**src/rtl/key_digit_entry.sv**
```systemverilog
// Debounced five-key editor for an 8-digit BCD number; enter commits the edit buffer
// to the number bus and locks editing until the next enter.
//
// state    | meaning
// S_EDIT   | up/down change the selected digit, left/right move the cursor, enter commits
// S_LOCKED | number is committed; only enter is honoured (reloads buffer, resumes editing)
module key_digit_entry #(
  parameter int          DEBOUNCE_CYCLES = 2_000_000,
  parameter logic [31:0] INIT_VALUE      = 32'h0000_0000
) (
  input  logic        clk100mhz,
  input  logic        clr,
  input  logic [4:0]  key_in,
  output logic [31:0] number,
  output logic [31:0] edit_buf,
  output logic [2:0]  cursor,
  output logic        editing,
  output logic        commit_pulse
);

  localparam int            CW       = $clog2(DEBOUNCE_CYCLES + 1);
  localparam logic [CW-1:0] CNT_LAST = CW'(DEBOUNCE_CYCLES - 1);

  localparam int K_UP    = 0;
  localparam int K_DOWN  = 1;
  localparam int K_LEFT  = 2;
  localparam int K_RIGHT = 3;
  localparam int K_ENTER = 4;

  typedef enum logic {S_EDIT, S_LOCKED} state_t;

  logic [4:0]    sync1, sync2, stable, press;
  logic [CW-1:0] cnt [5];

  state_t      state, state_d;
  logic [31:0] number_d, edit_buf_d;
  logic [2:0]  cursor_d;
  logic        commit_d;
  logic [4:0]  sel_lsb;
  logic [3:0]  digit, digit_inc, digit_dec;

  // Press pulse is raised on the same edge the stable level rises.
  always_ff @(posedge clk100mhz) begin
    if (clr) begin
      sync1  <= '0;
      sync2  <= '0;
      stable <= '0;
      press  <= '0;
      for (int i = 0; i < 5; i++) cnt[i] <= '0;
    end else begin
      sync1 <= key_in;
      sync2 <= sync1;
      for (int i = 0; i < 5; i++) begin
        press[i] <= 1'b0;
        if (sync2[i] == stable[i]) begin
          cnt[i] <= '0;
        end else if (cnt[i] == CNT_LAST) begin
          stable[i] <= sync2[i];
          press[i]  <= sync2[i];
          cnt[i]    <= '0;
        end else begin
          cnt[i] <= cnt[i] + 1'b1;
        end
      end
    end
  end

  always_ff @(posedge clk100mhz) begin
    if (clr) begin
      state        <= S_EDIT;
      number       <= INIT_VALUE;
      edit_buf     <= INIT_VALUE;
      cursor       <= 3'd7;
      commit_pulse <= 1'b0;
    end else begin
      state        <= state_d;
      number       <= number_d;
      edit_buf     <= edit_buf_d;
      cursor       <= cursor_d;
      commit_pulse <= commit_d;
    end
  end

  assign sel_lsb   = {cursor, 2'b00};
  assign digit     = edit_buf[sel_lsb +: 4];
  assign digit_inc = (digit >= 4'd9) ? 4'd0 : digit + 4'd1;
  assign digit_dec = (digit == 4'd0 || digit > 4'd9) ? 4'd9 : digit - 4'd1;

  // One action per cycle: enter > up > down > left > right.
  always_comb begin
    state_d    = state;
    number_d   = number;
    edit_buf_d = edit_buf;
    cursor_d   = cursor;
    commit_d   = 1'b0;
    case (state)
      S_EDIT: begin
        if (press[K_ENTER]) begin
          number_d = edit_buf;
          commit_d = 1'b1;
          state_d  = S_LOCKED;
        end else if (press[K_UP]) begin
          edit_buf_d[sel_lsb +: 4] = digit_inc;
        end else if (press[K_DOWN]) begin
          edit_buf_d[sel_lsb +: 4] = digit_dec;
        end else if (press[K_LEFT]) begin
          cursor_d = cursor + 3'd1;
        end else if (press[K_RIGHT]) begin
          cursor_d = cursor - 3'd1;
        end
      end
      S_LOCKED: begin
        if (press[K_ENTER]) begin
          edit_buf_d = number;
          cursor_d   = 3'd7;
          state_d    = S_EDIT;
        end
      end
      default: state_d = S_EDIT;
    endcase
  end

  assign editing = (state == S_EDIT);

endmodule

```
**config.mk**
```make
export PLATFORM = sky130hd
export DESIGN_NAME = key_digit_entry
export DESIGN_NICKNAME = d
export VERILOG_FILES = /design/src/rtl/key_digit_entry.sv
export SDC_FILE = /design/constraint.sdc
export NUM_CORES = 1
export LEC_CHECK = 0
export BUFFER_PORTS_ARGS = -buffer_cell sky130_fd_sc_hd__buf_2
export CAP_MARGIN = 10
export CORE_UTILIZATION = 40
export CTS_CLUSTER_SIZE = 24
export DETAILED_ROUTE_END_ITERATION = 10
export HOLD_SLACK_MARGIN = 0.08
export PLACE_DENSITY = 0.56
export SKIP_LAST_GASP = 1
export SLEW_MARGIN = 10
export SYNTH_ARGS = -nofsm -noshare
export SYNTH_HDL_FRONTEND = slang
export SYNTH_SLANG_ARGS = --single-unit
```
**constraint.sdc**
```tcl
create_clock -name clk100mhz -period 3.55 [get_ports clk100mhz]
set_clock_uncertainty 0.2 [all_clocks]
set_input_delay 0.1775 -clock clk100mhz [delete_from_list [all_inputs] [get_ports clk100mhz]]
set_output_delay 0.1775 -clock clk100mhz [all_outputs]
set_load 0.01 [all_outputs]
```
Word-level counts from Yosys, hierarchy flattened
Memory sizes are Yosys's and may differ from the RTL's.
Cells that the tools add are included.
- register bits: 89
- bits in writable memories: 105
- memories kept: 1
- $add $sub $neg: 10
- $lt $le $gt $ge: 2
- equal/unequal tests: 16
- shift operators: 4
- muxes and demuxes: 91
- bitwise operators: 26
- reduce and logical (&&, ||, !) cells: 16
- memories (memory ; depth ; bits a word ; rd ports ; clocked after Yosys merged registers in ; write ports ; RTL line ; text):
    cnt ; 5 ; 21 ; 5 ; 0 ; 5 ; 33 ; logic [CW-1:0] cnt [5];
- operator list (kind ; count):
    2-to-1 mux 21 bit ; 15
    2-to-1 mux 32 bit ; 4
    adder 21 x 1 -> 21 bit, second input constant ; 5
    == test 21 bit, second input constant ; 5
    bitwise mux 32 bit ; 2
    one-hot mux 32 bit (2 select lines) ; 1
    variable part select 4 x 7 -> 32 bit ; 2
    2-to-1 mux 1 bit ; 59
    variable shift 4 x 7 -> 32 bit, first input constant ; 1
    variable part select 32 x 6 -> 4 bit ; 1
    2-to-1 mux 3 bit ; 6
    bitwise OR 1 bit ; 15
    OR reduction 3 bit ; 5
    AND reduction 2 bit ; 6
    inverter 1 bit ; 11
    2-to-1 mux 4 bit ; 2
    != test 2 bit, second input constant ; 4
    negator 5 -> 7 bit ; 1
    != test 3 x 1 -> 1 bit, second input constant ; 2
    one-hot mux 3 bit (2 select lines) ; 1
    == test 1 bit ; 5
    AND reduction 5 bit ; 1
    adder 4 x 1 -> 4 bit, second input constant ; 1
    greater-or-equal comparator 4 bit, second input constant ; 1
    9 further kinds ; 9

Depth between registers and ports, before layout
- depth in word-level cells: 10
- mapped depth: 12

Worst setup path before layout
No wires, ideal clock.
- kind: register -> register
- from: reg cursor[1]
- to: reg edit_buf[8]
- setup time: 0.079 ns
- arrival time: 2.655 ns
- path slack: 0.616 ns
- stages on the path, launching flop included: 11
- path buffers: 1
- cells stage by stage: dfxtp_1 > buf_4 > mux2_2 > o311ai_2 > inv_1 > ha_1 > nand2b_1 > o21ai_1 > a2bb2oi_1 > a21o_1 > a211oi_2
- cells in the longest elaborated chain, start to end: 10
- elaborated cells between the ends (all ways): 19
- classes of those cells: add/sub: 3; order compare: 2; shift: 4; mux: 8; reduce/logical: 2
- ends and longest elaborated chain (what ; RTL line ; text):
    from (decl) ; 16 ; output logic [2:0] cursor,
    from (signal assigned) ; 79 ; cursor <= cursor_d;
    variable part select 32 x 6 -> 4 bit ; 85 ; assign digit = edit_buf[sel_lsb +: 4];
    greater-than comparator 4 bit or zero test 4 bit (tied branches) ; 87 ; assign digit_dec = (digit == 4'd0 || digit > 4'd9) ? 4'd9 : digit - 4'd1;
    logical OR 1 bit ; 87 ;
    2-to-1 mux 4 bit ; 87 ;
    variable part select 4 x 7 -> 32 bit ; 105 ; edit_buf_d[sel_lsb +: 4] = digit_dec;
    bitwise mux 32 bit ; 105 ;
    2-to-1 mux 32 bit ; 104 ; end else if (press[K_DOWN]) begin
    2-to-1 mux 32 bit * ; 102 ; end else if (press[K_UP]) begin
    2-to-1 mux 32 bit * ; 98 ; if (press[K_ENTER]) begin
    one-hot mux 32 bit (2 select lines) * ; 96 ; case (state)
    to (signal assigned) ; 78 ; edit_buf <= edit_buf_d;
    to (decl) ; 15 ; output logic [31:0] edit_buf,
Mark *: on every way between the ends. The rest lies on a longest branch, timed or not. The select of a mux whose other input is x is not followed.
A chain may end at the register's enable or synchronous reset.

Worst setup path after layout
- from: reg cursor[1]
- to: reg edit_buf[11]
Same word-level chain as after synthesis.

==> reports/results.tsv <==
stage	metric	value	unit
timing	maximum clock rate	320	MHz
timing	final worst slack	428	ps
timing	TNS Setup	0	ps
clock_tree	# clock sinks	194	
logic_synthesis	Syn Std Cell Area	9900	um^2
critical_path	Buf/Inv on CP	2	
layout	Area growth syn-to-layout	17.4	%
critical_path	Arr. time, crit path	3250	ps
timing	Final Cycle Share	87.9	%
drt	Routed Antenna Nets	0	
drt	Avg WL per Cell	14.9	um
timing	Worst-Margin Slew	837	ps
global_routing	pin count of the biggest net entering global routing	60	
clock_tree	Clock Latency Late Sink	430	ps
floorplanning	Die X	159	um
layout	ant diodes	0	
logic_synthesis	Warnings, synthesis	0	
global_routing	gr usage total	18.3	%
pwr	P_leak	4.41	nW
drt	via/cell ratio	5.09	
logic_synthesis	flip-flop and latch count after synthesis	194	
critical_path	Worst Path Class, Setup	reg -> reg	
critical_path	crit path max-delay cell type	dfxtp_1	
logic_synthesis	Yosys cell types	60	
floorplanning	row count	57	
global_routing	antenna violations before repair	0	
critical_path	CP top delay family	compound AO/OA/AOI/OAI gates	
clock_tree	setup bufs post-CTS	0	
global_routing	vias in the first global route	7259	
place	pre-CTS setup slack	491	ps
drt	Detailed Route WL	22.7	mm
layout	Fillers	2300	
drt	TritonRoute pass-1 iters	5	
place	DP HPWL	15.7	mm
timing	minimum clock period	3120	ps
global_routing	first-pass GRT wire length	37.2	mm
floorplanning	Die Y	159	um
critical_path	r2r endpoint	edit_buf[11]$_SDFFE_PP0P_	
critical_path	Crit path largest cell delay	420	ps
timing	worst rel slew slack	44.1	%
timing	Final Hold Fails	0	
layout	most frequent cells in the layout	nor2_1, edfxtp_1, conb_1	
floorplanning	Initial Utilization	40.7	%
timing	Slew Limit Fails	0	
layout	share of cells above drive strength 1	11.3	%
status	status	finished, final reports clean	
logic_synthesis	sequential area share after synthesis	49.9	%
clock_tree	clock tree buffer depth	2	
critical_path	worst reg2reg startpoint	cursor[1]$_SDFFE_PP1P_	
critical_path	R2R cell count	10	
logic_synthesis	Synth Instances	1010	
pwr	Max IR drop VDD	0.000292	V
critical_path	r2r setup slk	430	ps
drt	Via Count	7730	
drt	DRC viols	0	
layout	fin util	47.8	%
critical_path	CP cell instances	buf_4, mux2i_1, nand3_1, o311ai_2, inv_1, ha_1, o211a_1, a21oi_2, o21ai_1, o31ai_1	
clock_tree	depth of the CTS H-tree	4	
global_routing	total gr overflow	0	
critical_path	startpoint types	flip-flop	
hold_path	HP Class	reg -> reg	
timing	RSZ-0062 raised after global routing	false	
critical_path	required time worst endpoint	3680	ps
place	gp weighted congestion	0.837	
floorplanning	core box area	24300	um^2
clock_tree	CTS clk-pin slew, worst paths	80	ps
drt	Iter 0 DRT Violations	530	
floorplanning	die area	25400	um^2
layout	commonest non-fill, non-tap cell in the layout	nor2_1	
timing	Final setup viols	0	
logic_synthesis	Avg Cell Area, Syn	9.80	um^2
hold_path	worst hold start	sync1[0]$_SDFF_PP0_	
pwr	Power Density	401	nW/um^2
hold_path	Hold Path Stages	1	
hold_path	hold path endpoint	sync2[0]$_SDFF_PP0_	
place	PortBufs	75	
floorplanning	I/O pin cnt	76	
flow_run	MaxCap Viol Count	0	
critical_path	critical path endpoint category	flip-flop	
clock_tree	number of buffers created by CTS	17	
layout	final net count	1203	
clock_tree	root buf cell	clkbuf_16	
critical_path	CP Max Fanout	11	
logic_synthesis	number of synthesized flops with an enable pin	105	
logic_synthesis	Main synth FF type	edfxtp_1	
logic_synthesis	Async S/R FF share, synth	0	%
clock_tree	CTS tree	built	
metal layers:
metal | GRT usage (%) | share of wire [%] | vias up
li1 | - | - | 3864
met1 | 26.0 | 49 | 3644
met3 | 3.52 | 4.7 | 27
met2 | 27.9 | 44 | 195
met5 | 0 | 0 | -
met4 | 5.90 | 1.7 | 0
cell families (layout without fill, tap and decap cells):
logic type      Yosys count  after routing  share of synthesized area (%)
simple gates            462            462                           22.4
flops                   194            194                           49.9
other cells               1            105                         0.0379
buf+inv                  66            148                           2.71
fa+ha+maj                13             13                           1.72
xor+xnor                 97             97                           8.58
compound gates          124            124                           8.62
mux                      53             53                           6.03
through the flow:
stage               hold slack, ps  instance area (um^2)  instances  power, mW
finish                         222                 11600       1520       4.66
global route                   241                 11600       1520       4.84
CTS                            229                 11600       1520       4.71
detailed placement             191                 10900       1477       2.84
global placement               188                 10900       1477       2.84
floorplan                      106                 10300       1114       2.75
cell usage after synthesis (3+ instances only):
cell type / number / area share, %
mux2_2: 3 / 0.34
o31ai_1: 4 / 0.30
o22ai_1: 8 / 0.51
nor4b_1: 11 / 0.97
nor2b_1: 12 / 0.76
nand4_1: 26 / 1.6
a21o_1: 4 / 0.30
nor3_1: 12 / 0.61
mux4_2: 4 / 0.91
a21oi_1: 24 / 1.2
dfxtp_1: 89 / 18
nor3b_1: 3 / 0.23
or3_1: 14 / 0.88
o22a_1: 4 / 0.35
nor2_1: 206 / 7.8
o21ai_0: 27 / 1.4
nor4_1: 10 / 0.63
mux2i_1: 45 / 4.6
o211ai_1: 12 / 0.91
clkbuf_1: 34 / 1.3
inv_1: 22 / 0.83
o21ai_1: 4 / 0.20
a22oi_1: 7 / 0.53
buf_1: 3 / 0.11
and3_1: 29 / 1.8
a31oi_1: 11 / 0.70
ha_1: 12 / 1.5
nand2b_1: 7 / 0.44
nand2_1: 51 / 1.9
or2_2: 4 / 0.25
nand3_1: 61 / 3.1
and2_1: 3 / 0.19
xnor2_1: 35 / 3.1
buf_2: 4 / 0.20
edfxtp_1: 105 / 32
and4_1: 8 / 0.71
xor2_1: 62 / 5.5
repair_timing:
| action | 4_1_cts | 5_1_grt |
|---|---|---|
| hold buffers | 11 | 0 |
| resized for setup | 0 | 0 |
| hold endpoints to repair | 26 | 0 |
area by class of cell:
type	instances	area, um^2	share of cell area (%)
Clock inverter	12	97.6	0.840
Tap cell	324	405	3.49
Clock buffer	20	462	3.97
Timing Repair Buffer	94	548	4.72
Multi-Input combinational cell	854	5090	43.8
Inverter	22	82.6	0.711
Sequential cell	194	4930	42.5
worst max path at each step:
stage	startpoint	endpoint	slack (ps)	cells after the start
6_report	cursor[1]$_SDFFE_PP1P_	edit_buf[11]$_SDFFE_PP0P_	430	10
5_1_grt	cursor[2]$_SDFFE_PP1P_	edit_buf[11]$_SDFFE_PP0P_	260	8
4_1_cts	cursor[1]$_SDFFE_PP1P_	edit_buf[11]$_SDFFE_PP0P_	480	10
3_5_place_dp	cursor[1]$_SDFFE_PP1P_	edit_buf[11]$_SDFFE_PP0P_	490	10
3_3_place_gp	cursor[2]$_SDFFE_PP1P_	edit_buf[11]$_SDFFE_PP0P_	570	8
2_1_floorplan	cursor[1]$_SDFFE_PP1P_	edit_buf[8]$_SDFFE_PP0P_	620	10
power by group:
group          total, mW  internal, mW  leakage (nW)  switching [mW]
Sequential          2.50          2.43          1.80          0.0693
Combinational      0.307         0.117          2.33           0.189
Clock               1.86         0.965         0.279           0.893
registers in the layout (all words and copies together), names as in the netlist:
register and count:
cnt 105, commit_pulse 1, cursor 3, edit_buf 32, number 32, press 5, stable 5, state 1
sync1 5, sync2 5
(Power assumes the default switching activity.)
